<file path="config.mk">
export PLATFORM = sky130hd
export DESIGN_NAME = switch_conditioner
export DESIGN_NICKNAME = d
export VERILOG_FILES = /design/src/rtl/switch_conditioner.sv
export SDC_FILE = /design/constraint.sdc
export NUM_CORES = 1
export LEC_CHECK = 0
export CAP_MARGIN = 20
export CORE_ASPECT_RATIO = 0.9
export CORE_MARGIN = 3
export CORE_UTILIZATION = 56
export DETAILED_ROUTE_END_ITERATION = 8
export PLACE_DENSITY = 0.76
export RECOVER_POWER = 25
export SLEW_MARGIN = 25
export SYNTH_ARGS = -nofsm -noshare
export SYNTH_HDL_FRONTEND = slang
export SYNTH_SLANG_ARGS = --single-unit
</file>
<file path="constraint.sdc">
create_clock -name i_Clk -period 3 [get_ports i_Clk]
set_clock_uncertainty 0.2 [all_clocks]
set_input_delay 0.9 -clock i_Clk [delete_from_list [all_inputs] [get_ports i_Clk]]
set_output_delay 0.9 -clock i_Clk [all_outputs]
set_load 0.01 [all_outputs]
</file>
<file path="src/rtl/switch_conditioner.sv">
// Four-channel push-button conditioner: 2-FF sync, debounce FSM per switch,
// registered level/press/release pulses and hold-to-repeat pulses.
module switch_conditioner #(
  parameter int DEBOUNCE_CYCLES = 250000,
  parameter int REPEAT_DELAY    = 12500000,
  parameter int REPEAT_PERIOD   = 2500000
) (
  input  logic       i_Clk,
  input  logic       i_Reset,
  input  logic [3:0] i_Switch,
  output logic [3:0] o_Level,
  output logic [3:0] o_Press,
  output logic [3:0] o_Release,
  output logic [3:0] o_Repeat
);

  localparam int NUM_SW  = 4;
  localparam int DB_W    = $clog2(DEBOUNCE_CYCLES);
  localparam int RPT_MAX = (REPEAT_DELAY > REPEAT_PERIOD) ? REPEAT_DELAY : REPEAT_PERIOD;
  localparam int RPT_W   = $clog2(RPT_MAX);

  localparam logic [DB_W-1:0]  DB_LAST  = DB_W'(DEBOUNCE_CYCLES - 1);
  localparam logic [RPT_W-1:0] RD_LAST  = RPT_W'(REPEAT_DELAY - 1);
  localparam logic [RPT_W-1:0] RP_LAST  = RPT_W'(REPEAT_PERIOD - 1);

  localparam logic [1:0] ST_LOW    = 2'd0;
  localparam logic [1:0] ST_QUAL_H = 2'd1;
  localparam logic [1:0] ST_HIGH   = 2'd2;
  localparam logic [1:0] ST_QUAL_L = 2'd3;

  logic [NUM_SW-1:0] sync_meta, sync_s;

  always_ff @(posedge i_Clk) begin
    if (i_Reset) begin
      sync_meta <= '0;
      sync_s    <= '0;
    end else begin
      sync_meta <= i_Switch;
      sync_s    <= sync_meta;
    end
  end

  for (genvar n = 0; n < NUM_SW; n++) begin : g_ch
    logic [1:0]       state;
    logic [DB_W-1:0]  db_cnt;
    logic [RPT_W-1:0] rpt_cnt;
    logic             rpt_first;
    logic             level_q, press_q, rel_q, rpt_q;
    logic             s;

    assign s = sync_s[n];

    always_ff @(posedge i_Clk) begin
      if (i_Reset) begin
        state     <= ST_LOW;
        db_cnt    <= '0;
        rpt_cnt   <= '0;
        rpt_first <= 1'b0;
        level_q   <= 1'b0;
        press_q   <= 1'b0;
        rel_q     <= 1'b0;
        rpt_q     <= 1'b0;
      end else begin
        press_q <= 1'b0;
        rel_q   <= 1'b0;
        rpt_q   <= 1'b0;
        case (state)
          ST_LOW: begin
            if (s) begin
              state  <= ST_QUAL_H;
              db_cnt <= '0;
            end
          end
          ST_QUAL_H: begin
            if (!s) begin
              state <= ST_LOW;
            end else if (db_cnt == DB_LAST) begin
              state     <= ST_HIGH;
              level_q   <= 1'b1;
              press_q   <= 1'b1;
              rpt_cnt   <= '0;
              rpt_first <= 1'b1;
            end else begin
              db_cnt <= db_cnt + 1'b1;
            end
          end
          // Repeat counter only advances on held cycles; a dip into QUAL_LOW freezes it.
          ST_HIGH: begin
            if (!s) begin
              state  <= ST_QUAL_L;
              db_cnt <= '0;
            end else if (rpt_cnt == (rpt_first ? RD_LAST : RP_LAST)) begin
              rpt_q     <= 1'b1;
              rpt_cnt   <= '0;
              rpt_first <= 1'b0;
            end else begin
              rpt_cnt <= rpt_cnt + 1'b1;
            end
          end
          ST_QUAL_L: begin
            if (s) begin
              state <= ST_HIGH;
            end else if (db_cnt == DB_LAST) begin
              state   <= ST_LOW;
              level_q <= 1'b0;
              rel_q   <= 1'b1;
            end else begin
              db_cnt <= db_cnt + 1'b1;
            end
          end
          default: state <= ST_LOW;
        endcase
      end
    end

    assign o_Level[n]   = level_q;
    assign o_Press[n]   = press_q;
    assign o_Release[n] = rel_q;
    assign o_Repeat[n]  = rpt_q;
  end

endmodule

</file>
==> summary.txt <==
outcome = finished, final reports clean
Synth area leaders = dfxtp_1 42%, xnor2_1 9.0%, nor2_1 6.8%
Max Freq = 345.4 MHz
final WL = 19910 um
share of cells above drive strength 1 = 0.06830
Critical Path RT = 3.18 ns
Hold Crit Class = reg2reg
Nets = 1184
H-tree Lvls = 1
Die Width = 144.9 um
total number of vias = 8079
core area = 0.01695 mm^2
Max VDD drop = 0.4248 mV
Worst Reg-to-Reg Cells = 7
CP Data Arrival Time = 3.08 ns
worst rel slew slack = 0.1306
num ports = 22
critical path's slowest cell = or4_1
WL/cell = 14.01 um
antenna diode count = 0
Tcrit/Tclk final = 0.9652
# DRC = 0
Ys Warns = 0
Std-Cell Rows = 45
die area = 0.01897 mm^2
Setup Fix Bufs, Post-CTS = 0
P&R area growth vs syn = 12.23%
count leader, synth = dfxtp_1
TritonCTS clock tree = yes
commonest cells in the netlist = 204 x dfxtp_1, 177 x nor2_1, 100 x xnor2_1
setup violators final = 0
worst-margin pin slew = 1.304 ns
Post-DP Area = 0.01018 mm^2
synthesized cell area = 0.009718 mm^2
Lkg Pwr = 3.428 nW
Inst Count DP = 1381
Initial Util = 0.5734
end of the critical path = g_ch[2].rpt_cnt[14]$_SDFFE_PP0P_
vias per cell = 5.685
Setup crit start = g_ch[2].db_cnt[5]$_SDFFE_PP0P_
post-route core utilization = 0.6436
Pwr Total = 5.597 mW
CTS Root Cell = clkbuf_16
first-pass GRT wire length = 33940 um
Cell variety after synth = 54
Total GRT Usage = 0.2075
Yosys top cell area share = 0.4202
crit path capture type = flop
clk buf depth = 3
vias in the first global route = 7343
WP buf/inv = 1
GR Overflow Total = 0
Avg Inst Size Synth = 8.392 um^2
r2r startpoint = g_ch[2].db_cnt[5]$_SDFFE_PP0P_
detailed placement HPWL = 13400 um
largest net degree at the start of global routing = 25
r2r endpoint = g_ch[2].rpt_cnt[14]$_SDFFE_PP0P_
die height = 131.0 um
Worst-path clk slew = 0.06 ns
worst-skew pair later-pin latency = 0.50 ns
final instance area = 0.01091 mm^2
EDFF count, synth = 0
worst reg2reg setup slack = 0.10 ns
Largest delay share family, worst path = simple AND/OR/NAND/NOR gates
Num CTS Buffers = 22
Final Critical Period = 2.895 ns
Syn Nets = 1172
Initial DRC Count = 570
slowest cell delay on critical path = 0.53 ns
CP Max Fanout = 20
Yosys reg bits = 204
power density over the cells = 513.2 mW/mm^2
critical path cell sequence = or4b_1 -> or4_1 -> o31a_2 -> buf_4 -> nor3_1 -> xnor2_1 -> nor2_1
1st-pass router iterations = 5
Final ANT Viol Nets = 0
GPL Wtd Cong = 0.8547
fin cells = 1421
CP startpoint kind = flop
Post-synth top flop = dfxtp_1
Crit Path Category = reg2reg
Slew Limit Fails = 0
post-synthesis sequential area ratio = 0.4202
Async SR Flop Fraction = 0
post-synthesis instance total = 1158
initial antenna violation count = 0
CTS sink cnt = 204
Max Cap Viol = 0
Hold Vio Cnt, Final = 0
area leader, netlist = dfxtp_1
Port Buffer Count = 21
Critical Path Stages = 7
worst hold margin = 0.2361 ns
## layout by cell type (no fill, tap or decap), types with 4 or more instances in the layout
cell type / Yosys / routed
a21o_1: 5 / 5
a21oi_1: 35 / 35
a31oi_1: 5 / 5
and2_1: 10 / 10
and3_1: 17 / 17
and4_1: 14 / 14
buf_4: 17 / 22
clkbuf_1: 40 / 8
clkbuf_16: 0 / 23
clkbuf_8: 0 / 4
clkdlybuf4s50_1: 0 / 20
clkinv_2: 0 / 8
dfxtp_1: 204 / 204
ha_1: 8 / 8
inv_1: 25 / 25
nand2_1: 87 / 87
nand2b_1: 11 / 11
nand3_1: 48 / 48
nand3b_1: 4 / 4
nand4_1: 45 / 45
nor2_1: 177 / 177
nor2b_1: 14 / 14
nor3_1: 66 / 66
nor3b_1: 12 / 12
nor4_1: 31 / 31
nor4b_1: 15 / 15
o2111ai_1: 6 / 6
o211ai_1: 7 / 7
o21ai_0: 26 / 26
o21bai_1: 6 / 5
or2_2: 6 / 6
or3_1: 20 / 20
or4_1: 6 / 6
or4b_2: 6 / 6
xnor2_1: 100 / 100
xor2_1: 44 / 44
## registers in the layout (all words and copies together), names as in the netlist, named ones only
name,flops
g_ch.db_cnt,72
g_ch.level_q,4
g_ch.press_q,4
g_ch.rel_q,4
g_ch.rpt_cnt,96
g_ch.rpt_first,4
g_ch.rpt_q,4
g_ch.state,4
sync_meta,4
sync_s,4
## repair_timing
item / in CTS / in global routing
hold buffers: 0 / 0
gates resized for setup: 0 / 1
endpoints found under the hold margin: 0 / 0
endpoints found under the setup margin: 0 / 7
## cells by family (layout without fill, tap and decap cells)
kind of cell / Yosys count / in the layout / synth area share
flops: 204 / 204 / 0.4202
xor+xnor: 144 / 144 / 0.1298
mux: 3 / 3 / 0.003090
compound gates: 107 / 107 / 0.06850
buf+inv: 87 / 115 / 0.04030
fa+ha+maj: 8 / 8 / 0.01030
simple gates: 605 / 605 / 0.3278
## how the worst min path moves through the flow
stage                                       start                   end  slack, ns  cells past startpoint
after floorplan           sync_meta[0]$_SDFF_PP0_  sync_s[0]$_SDFF_PP0_       0.21                      1
after global routing      sync_meta[0]$_SDFF_PP0_  sync_s[0]$_SDFF_PP0_       0.26                      1
after CTS                 sync_meta[2]$_SDFF_PP0_  sync_s[2]$_SDFF_PP0_       0.24                      1
final                     sync_meta[2]$_SDFF_PP0_  sync_s[2]$_SDFF_PP0_       0.24                      1
after global placement    sync_meta[2]$_SDFF_PP0_  sync_s[2]$_SDFF_PP0_       0.22                      1
after detailed placement  sync_meta[0]$_SDFF_PP0_  sync_s[0]$_SDFF_PP0_       0.22                      1
## through the flow
step	setup slack (ns)	setup TNS (ns)
after global routing	-0.02018	-0.03577
after CTS	0.03435	0
after floorplan	0.08333	0
after detailed placement	0.05480	0
final	0.1045	0
after global placement	0.1315	0
## power breakdown
group,internal [mW],switching [mW]
logic,0.0484,0.0790
clock network,1.67,1.07
registers,2.72,0.0132
total,4.44,1.16
## layer usage
metal | routed length (um) | track usage | part of all wire
met3 | 636 | 0.03093 | 0.032
met2 | 9218 | 0.3379 | 0.46
met1 | 9762 | 0.2936 | 0.49
met5 | 0 | 0 | 0
met4 | 291 | 0.04498 | 0.015
## cell type report
type / instances / area, um^2
Inverter: 25 / 93.84
Fill cell: 1481 / 6041
Multi-Input combinational cell: 867 / 5249
Timing Repair Buffer: 50 / 444.2
Clock inverter: 10 / 100.1
Clock buffer: 30 / 641.9
Tap cell: 235 / 294.0
Sequential cell: 204 / 4084
No activity file was read; power rests on OpenSTA's default activity.
